$ cat config.mk
export PLATFORM = sky130hd
export DESIGN_NAME = ntt_addr_gen
export DESIGN_NICKNAME = d
export VERILOG_FILES = /design/src/rtl/ntt_pkg.sv /design/src/rtl/ntt_delay_line.sv /design/src/rtl/ntt_addr_gen.sv
export SDC_FILE = /design/constraint.sdc
export NUM_CORES = 1
export LEC_CHECK = 0
export BUFFER_PORTS_ARGS = -buffer_cell sky130_fd_sc_hd__buf_2
export CORE_AREA = 2 2 125 127
export CTS_CLUSTER_DIAMETER = 40
export CTS_CLUSTER_SIZE = 10
export DETAILED_ROUTE_END_ITERATION = 10
export DIE_AREA = 0 0 127 129
export GPL_TIMING_DRIVEN = 0
export SETUP_SLACK_MARGIN = 0.1
export SLEW_MARGIN = 20
export SYNTH_ARGS = -nofsm -noshare
export SYNTH_HDL_FRONTEND = slang
export SYNTH_SLANG_ARGS = --single-unit
$ cat constraint.sdc
create_clock -name clk -period 9.6 [get_ports clk]
set_input_delay 0.96 -clock clk [delete_from_list [all_inputs] [get_ports clk]]
set_output_delay 0.96 -clock clk [all_outputs]
set_load 0.03 [all_outputs]
$ cat src/rtl/ntt_pkg.sv
// Shared constants, mode encodings and FSM state type for the NTT address generator.
package ntt_pkg;

    localparam int unsigned DEF_N      = 256;
    localparam int unsigned DEF_LOGN   = 8;
    localparam int unsigned DEF_ADDR_W = 8;
    localparam int unsigned DEF_BF_LAT = 4;

    // Mode encodings as driven by the control FSM's mode_out.
    localparam logic [1:0] MODE_NTT  = 2'b00;
    localparam logic [1:0] MODE_INTT = 2'b01;
    localparam logic [1:0] MODE_IN   = 2'b10;
    localparam logic [1:0] MODE_OUT  = 2'b11;

    typedef enum logic [2:0] {
        ST_IDLE  = 3'd0,
        ST_ISSUE = 3'd1,
        ST_DRAIN = 3'd2,
        ST_DONE  = 3'd3,
        ST_SEQ   = 3'd4
    } state_t;

endpackage

$ cat src/rtl/ntt_delay_line.sv
// Clock-enabled shift register; matches write-side timing to the butterfly pipeline.
module ntt_delay_line #(
    parameter int unsigned WIDTH = 17,
    parameter int unsigned DEPTH = 4
) (
    input  logic             clk,
    input  logic             rst,
    input  logic             en,
    input  logic [WIDTH-1:0] d,
    output logic [WIDTH-1:0] q
);

    logic [WIDTH-1:0] pipe [DEPTH];

    // Shift one stage per enabled cycle; holds completely while en is low.
    always_ff @(posedge clk) begin
        if (rst) begin
            for (int unsigned i = 0; i < DEPTH; i++) pipe[i] <= '0;
        end else if (en) begin
            pipe[0] <= d;
            for (int unsigned i = 1; i < DEPTH; i++) pipe[i] <= pipe[i-1];
        end
    end

    assign q = pipe[DEPTH-1];

endmodule

$ cat src/rtl/ntt_addr_gen.sv
// Butterfly / sequential address and twiddle-index generator for the NTT datapath.
module ntt_addr_gen
    import ntt_pkg::*;
#(
    parameter int unsigned N      = DEF_N,
    parameter int unsigned LOGN   = DEF_LOGN,
    parameter int unsigned ADDR_W = DEF_ADDR_W,
    parameter int unsigned BF_LAT = DEF_BF_LAT
) (
    input  logic                      clk,
    input  logic                      rst,
    input  logic                      start,
    input  logic [1:0]                mode,
    input  logic                      newloop,
    output logic [ADDR_W-1:0]         rd_addr_a,
    output logic [ADDR_W-1:0]         rd_addr_b,
    output logic                      rd_en,
    output logic [ADDR_W-1:0]         tw_idx,
    output logic [ADDR_W-1:0]         wr_addr_a,
    output logic [ADDR_W-1:0]         wr_addr_b,
    output logic                      wr_en,
    output logic [$clog2(LOGN)-1:0]   layer,
    output logic                      crt_sig,
    output logic                      busy
);

    localparam int unsigned LAYER_W = $clog2(LOGN);
    localparam int unsigned DL_W    = 1 + 2 * ADDR_W;

    localparam logic [ADDR_W-1:0]  J_ISSUE_LAST = ADDR_W'(N / 2 - 1);
    localparam logic [ADDR_W-1:0]  J_SEQ_LAST   = ADDR_W'(N - 1);
    localparam logic [ADDR_W-1:0]  J_DRAIN_LAST = ADDR_W'(BF_LAT - 1);
    localparam logic [LAYER_W-1:0] LAYER_LAST   = LAYER_W'(LOGN - 1);

    state_t              state, state_d;
    logic [ADDR_W-1:0]   j, j_d;
    logic [LAYER_W-1:0]  layer_d;
    logic [1:0]          cur_mode, cur_mode_d;

    logic                is_ntt;
    logic [LAYER_W-1:0]  len_log;
    logic [ADDR_W-1:0]   len, mask, tw_base;
    logic [ADDR_W-1:0]   bf_a, bf_b, bf_tw;
    logic [DL_W-1:0]     dl_d, dl_q;

    // State, counter, layer and captured-mode registers; everything freezes while start is low.
    always_ff @(posedge clk) begin
        if (rst) begin
            state    <= ST_IDLE;
            j        <= '0;
            layer    <= '0;
            cur_mode <= MODE_NTT;
        end else begin
            state    <= state_d;
            j        <= j_d;
            layer    <= layer_d;
            cur_mode <= cur_mode_d;
        end
    end

    // Next-state: pass sequencing, layer advance and layer reset on a new mode.
    always_comb begin
        state_d    = state;
        j_d        = j;
        layer_d    = layer;
        cur_mode_d = cur_mode;
        if (start) begin
            unique case (state)
                ST_IDLE: begin
                    if (mode != cur_mode) begin
                        layer_d    = '0;
                        cur_mode_d = mode;
                    end
                    if (newloop) begin
                        j_d     = '0;
                        state_d = (mode == MODE_NTT || mode == MODE_INTT) ? ST_ISSUE : ST_SEQ;
                    end
                end
                ST_ISSUE: begin
                    if (j == J_ISSUE_LAST) begin
                        j_d     = '0;
                        state_d = ST_DRAIN;
                    end else begin
                        j_d = j + ADDR_W'(1);
                    end
                end
                ST_DRAIN: begin
                    if (j == J_DRAIN_LAST) begin
                        j_d     = '0;
                        state_d = ST_DONE;
                    end else begin
                        j_d = j + ADDR_W'(1);
                    end
                end
                ST_DONE: begin
                    layer_d = (layer == LAYER_LAST) ? '0 : layer + LAYER_W'(1);
                    state_d = ST_IDLE;
                end
                ST_SEQ: begin
                    if (j == J_SEQ_LAST) begin
                        j_d     = '0;
                        state_d = ST_IDLE;
                    end else begin
                        j_d = j + ADDR_W'(1);
                    end
                end
                default: state_d = ST_IDLE;
            endcase
        end
    end

    // Butterfly addressing: a inserts a zero at bit len_log of j, b sets it; grp = j >> len_log.
    always_comb begin
        is_ntt  = (cur_mode == MODE_NTT);
        len_log = is_ntt ? (LAYER_LAST - layer) : layer;
        len     = ADDR_W'(1) << len_log;
        mask    = len - ADDR_W'(1);
        bf_a    = ((j & ~mask) << 1) | (j & mask);
        bf_b    = bf_a | len;
        tw_base = is_ntt ? (ADDR_W'(1) << layer) : (ADDR_W'(1) << (LAYER_LAST - layer));
        bf_tw   = tw_base + (j >> len_log);
    end

    ntt_delay_line #(
        .WIDTH (DL_W),
        .DEPTH (BF_LAT)
    ) u_delay (
        .clk (clk),
        .rst (rst),
        .en  (start),
        .d   (dl_d),
        .q   (dl_q)
    );

    // Output decode: read side straight from state, write side from the delay line except IN passes.
    always_comb begin
        rd_en     = 1'b0;
        rd_addr_a = '0;
        rd_addr_b = '0;
        tw_idx    = '0;
        wr_en     = 1'b0;
        wr_addr_a = '0;
        wr_addr_b = '0;
        dl_d      = '0;
        crt_sig   = (state == ST_DONE) && start;
        busy      = (state != ST_IDLE);
        if (state == ST_ISSUE) begin
            rd_en     = start;
            rd_addr_a = bf_a;
            rd_addr_b = bf_b;
            tw_idx    = bf_tw;
            dl_d      = {start, bf_a, bf_b};
        end else if (state == ST_SEQ && cur_mode == MODE_OUT) begin
            rd_en     = start;
            rd_addr_a = j;
        end
        if (state == ST_SEQ && cur_mode == MODE_IN) begin
            wr_en     = start;
            wr_addr_a = j;
        end else begin
            wr_en     = dl_q[DL_W-1] && start;
            wr_addr_a = dl_q[2*ADDR_W-1:ADDR_W];
            wr_addr_b = dl_q[ADDR_W-1:0];
        end
    end

endmodule

# Word level (Yosys, flattened, before mapping)

Memory sizes are Yosys's and may differ from the RTL's.
Index checks and enable logic that the tools add are counted.

Register bits: 16
Bits in writable memories: 68
Input bits: 6
Output and inout port bits: 47
Memories kept: 1

Memory list:

| memory       | words | bits a word | read ports | clocked after memory_dff | write ports | RTL line             | source |
|---|---|---|---|---|---|---|---|
| u_delay.pipe | 4     | 17          | 4          | 0                        | 4           | ntt_delay_line.sv:13 | `logic [WIDTH-1:0] pipe [DEPTH];` |

Add/sub/neg operators: 5
Equality and inequality tests: 17
Shift-type cells: 4
Multiplexer cells: 35
Bitwise operators: 9
Reductions and logical operators: 15

Operators by type and width:

| cell                                                                  | count |
|---|---|
| 8-bit two-way mux                                                     | 11 |
| 17-bit two-way mux                                                    | 5 |
| 8-bit case mux with 4 select lines                                    | 1 |
| 3-bit two-way mux                                                     | 8 |
| 1-bit by 3-bit left shift with 8-bit output, first input constant     | 3 |
| 8-bit bitwise OR                                                      | 2 |
| 3-bit case mux with 4 select lines                                    | 1 |
| 2-bit inequality test, second input constant                          | 5 |
| 3-bit AND reduction                                                   | 3 |
| 8-bit by 1-bit adder with 8-bit output, second input constant         | 1 |
| 8-bit adder                                                           | 1 |
| 8-bit AND                                                             | 1 |
| 8-bit by 2-bit equality test with 1-bit output, second input constant | 1 |
| 8-bit by 7-bit equality test with 1-bit output, second input constant | 1 |
| 8-bit equality test, second input constant                            | 1 |
| 1-bit two-way mux                                                     | 8 |
| 8-bit by 3-bit >> shifter with 8-bit output                           | 1 |
| 8-bit by 1-bit subtractor with 8-bit output, second input constant    | 1 |
| 7-bit AND                                                             | 1 |
| 7-bit NOT                                                             | 1 |
| 3-bit by 2-bit equality test with 1-bit output, second input constant | 2 |
| 3-bit equality test, second input constant                            | 2 |
| 3-bit case mux with 2 select lines                                    | 1 |
| 5-bit AND reduction                                                   | 1 |
| 14 further kinds                                                      | 22 |

# Logic depth before layout (Yosys ltp)

Depth in word-level cells: 10
Gate-level depth with buffers: 13
Mapped depth without buffers: 12

# Modules after synthesis

From an unflattened synthesis, not the netlist that was laid out.

Cells, all modules: 471
Area total of the unflattened synthesis: 5074.9 um^2

By module, submodules not included:

| module         | times used | cells each | area an instance (um^2) | seq. area each (um^2) |
|---|---|---|---|---|
| ntt_delay_line | 1          | 151        | 2752.6                  | 2042.0 |
| ntt_addr_gen   | 1          | 320        | 2322.2                  | 320.3 |

# Least setup slack after synthesis

No wires, ideal clock.

Path type: reg-to-output
Start: register layer[0]
End: output tw_idx[7]
Arrival time: 3.314 ns
Slack: 5.326 ns
Cell stages (with the launch flop): 12
Path buffers: 2
Path through: dfxtp_1 > buf_2 > buf_2 > mux2i_1 > o21ai_0 > mux4_2 > ha_1 > a211oi_1 > o21ai_0 > a31oi_1 > xnor2_1 > nor2_1

Word-level cells in the longest chain between the ends: 5
Elaborated cells between the ends (all ways): 8
Classes of those cells: add/sub: 2; shift: 3; mux: 3

RTL lines:

| element                                                                                 | RTL line                                 | source |
|---|---|---|
| start, declared                                                                         | ntt_addr_gen.sv:22                       | `output logic [$clog2(LOGN)-1:0] layer,` |
| start signal, assigned                                                                  | ntt_addr_gen.sv:56                       | `layer <= layer_d;` |
| 3-bit subtractor                                                                        | ntt_addr_gen.sv:115, ntt_addr_gen.sv:120 |  |
| 3-bit two-way mux / 1-bit by 3-bit left shift with 8-bit output (equally long branches) | ntt_addr_gen.sv:115, ntt_addr_gen.sv:120 |  |
| 8-bit by 3-bit >> shifter with 8-bit output / 8-bit two-way mux (equally long branches) | ntt_addr_gen.sv:121, ntt_addr_gen.sv:120 |  |
| 8-bit adder *                                                                           | ntt_addr_gen.sv:121                      | `bf_tw = tw_base + (j >> len_log);` |
| 8-bit two-way mux *                                                                     | ntt_addr_gen.sv:147                      | `if (state == ST_ISSUE) begin` |
| end, declared                                                                           | ntt_addr_gen.sv:18                       | `output logic [ADDR_W-1:0] tw_idx,` |

Every way passes the cells marked *; elsewhere a longest branch is shown, timed or not.

# Final worst setup path

Ends and elaborated chain as after synthesis.

==> metrics.md <==
| Metric | Value |
|---|---|
| Final core area utilization | 39.6% |
| Critical Path AT | 3880 ps |
| Clock transition at the registers of the reported paths | 60 ps |
| Setup CP Type | register to primary output |
| Max IR drop VDD | 0.0804 mV |
| HPWL after DPL | slightly above 10,000 µm |
| Gpl congestion | roughly 0.96 |
| Nets | 599 |
| Bufs on Longest Clock Path | 2 |
| Setup Skew | 4.20 ps |
| Design area | 5930 µm² |
| Sequential share of the synthesized area | 46.0% |
| Worst setup endpoint | tw_idx[7] |
| Die footprint | 16,400 µm² |
| Post-synth top flop | edfxtp_1 |
| Skew-Pair Late Insertion Delay | 340 ps |
| Register-to-register setup slack | 6370 ps |
| I/O Buffers | 52 |
| Distinct cell type count of the synthesized netlist | 77 |
| Mean Syn Cell Area | 9.93 µm² |
| Post-Route WL | 13,700 µm |
| Root Buffer | clkbuf_16 |
| Unrepaired setup endpoints after global routing | no |
| Rows | 45 |
| # placed instances | 758 |
| Synth Cell Area | 5130 µm² |
| Worst min path class | register to register |
| Worst setup path start | layer[0] |
| Worst R2R Path Depth | 10 |
| CTS tree | done |
| ANT cells | 0 |
| Inserted Clock Buffers | 9 |
| Placed cell areas | 5670 µm² |
| Setup TNS | 0 ps |
| DRC errors left | 0 |
| Asr flop ratio synth | 0% |
| Startpoint type of the worst setup path | register |
| Syn_nets | 535 |
| Final Hold Viols | 0 |
| R2r startpoint | cur_mode[1] |
| Most frequent cells in the layout | 68 x edfxtp_1, 61 x buf_2, 61 x and3_1 |
| Crit-path max FO | 10 |
| Area grow syn2layout | 15.4% |
| Synth warn | 0 |
| Lkg Pwr | 2.48 nW |
| Tcrit/Tclk final | 50.4% |
| Die X-Extent | around 130 µm |
| Initial Utilization | roughly 34% |
| Tmin final | 4840 ps |
| Layout cell share with drive strength beyond 1 | 18.1% |
| Initial antenna violation count | 0 |
| Synth Instances | 517 |
| Worst-Margin Slew | 661 ps |
| Total gr overflow | 0 |
| Largest net degree at the start of global routing | 52 |
| Drt first pass iters | 4 |
| Crit path required time | 8640 ps |
| # hold bufs at CTS | 0 |
| CTS sink cnt | 84 |
| First-pass GRT wire length | roughly 22,000 µm |
| Setup crit end kind | primary output |
| Outcome | finished clean |
| Highest clock rate | 0.207 GHz |
| #FFs+latches synth | 84 |
| Drt via density | 5.49 |
| Max-slew violations | 0 |
| Filler cells | around 1,500 |
| Die Height | 129 µm |
| Drt initial violations | approximately 440 |
| Layout Cells excl Fill | 773 |
| Commonest non-fill, non-tap cell in the layout | edfxtp_1 |
| Post-cts sizing count | 0 |
| Post-synth EDFFs | 68 |
| Slew margin rel. | 55.9% |
| Core ar. | 15,000 µm² |
| Worst R2R End | u_delay.pipe[0][6] |
| Vias in the first global route | 4,021 |
| Number of max-cap violations | 0 |
| Power density cells | between 100 and 150 nW/µm² |
| Htree depth | 3 |
| GRT Resource Usage Total | 16.9% |
| Routed via count | 4,245 |
| Final ANT Viol Nets | 0 |
| Post-CTS Setup Bufs | 0 |
| Routed len/inst | 17.7 µm |
| Io pins | 53 |
| Final setup viols | 0 |
==> power by group <==
part | leakage, nW | switching (mW) | internal [mW]
combinational | 1.47 | 0.0664 | 0.0314
sequential | 0.884 | 0.00440 | 0.411
clock | 0.119 | 0.134 | 0.175
==> worst min path at each step <==
stage	from	end	slack (ps)	cells past startpoint
2_1_floorplan	u_delay.pipe[0][0]	u_delay.pipe[1][0]	530	1
3_3_place_gp	u_delay.pipe[1][16]	u_delay.pipe[2][16]	540	1
3_5_place_dp	u_delay.pipe[2][13]	u_delay.pipe[3][13]	540	1
4_1_cts	u_delay.pipe[1][8]	u_delay.pipe[2][8]	560	1
5_1_grt	u_delay.pipe[2][14]	u_delay.pipe[3][14]	580	1
6_report	u_delay.pipe[1][8]	u_delay.pipe[2][8]	550	1
==> layer usage <==
layer | GRT usage (%) | vias up | part of all wire, % | wire length, µm
li1 | - | 2039 | - | -
met1 | 23.7 | 2048 | 48 | 6500
met2 | 26.4 | 139 | 45 | 6180
met3 | 2.87 | 19 | 5.3 | 724
met4 | 6.14 | 0 | 2.0 | 268
met5 | 0 | - | 0 | 0
==> cells by family (layout without fill, tap and decap cells) <==
kind of cell,count (synthesis),in the layout,share of synthesized area [%]
AND/OR/NAND/NOR,217,217,22.8
AO/OA/AOI/OAI,101,101,13.9
flip-flops,84,84,46.0
buffers and inverters,63,131,4.97
multiplexers,25,25,6.77
XOR/XNOR,15,15,2.56
adder cells (fa/ha/maj),12,12,3.07
==> cell usage after synthesis, drive strengths merged, types with 5 or more instances <==
cell type	n	area [µm²]
ha	11	138
dfxtp	16	320
nor2b	13	81.3
and2	8	50.1
o21ai	21	109
a211oi	6	50.1
nor3	6	30.0
o22ai	10	68.8
and3	62	393
nand2	33	126
nand2b	5	31.3
nor2	48	185
inv	15	56.3
a31oi	6	52.6
buf	12	63.8
mux4	7	158
nand4	7	43.8
mux2i	10	100
clkbuf	35	131
nand3	15	75.1
mux2	8	90.1
xnor2	13	114
a21oi	23	115
edfxtp	68	2040
==> state kept, by name (all words and copies together) (netlist names) <==
signal	flops
j	8
u_delay.pipe	68
cur_mode	2
layer	3
state	3
==> metrics by stage <==
stage                     power, mW  hold slack (ps)  setup slack [ps]
after global routing          0.855              577              4590
after floorplan               0.492              535              5330
final                         0.822              555              4760
after detailed placement      0.520              543              5180
after global placement        0.518              540              5240
after CTS                     0.827              556              4800
==> area by class of cell <==
| cell class | instances | area [µm²] | share of cell area (%) |
|---|---|---|---|
| repair buffers | 53 | 288 | 4.86 |
| clock buffers | 12 | 236 | 3.99 |
| multi-input cells | 370 | 2520 | 42.6 |
| flip-flops and latches | 84 | 2360 | 39.9 |
| plain buffers | 47 | 195 | 3.29 |
| clock inverters | 3 | 23.8 | 0.401 |
| inverters | 16 | 60.1 | 1.01 |
| well taps | 188 | 235 | 3.97 |
==> critical path: stages (launching register included) <==
cell	delay [ps]
dfxtp_1	420
buf_2	290
buf_2	310
mux2i_1	230
o21ai_0	120
mux4_2	580
ha_1	330
a211oi_1	380
o21ai_0	180
a31oi_1	240
xnor2_1	110
nor2_1	120
buf_2	210
No activity file was read; power rests on OpenSTA's default activity.
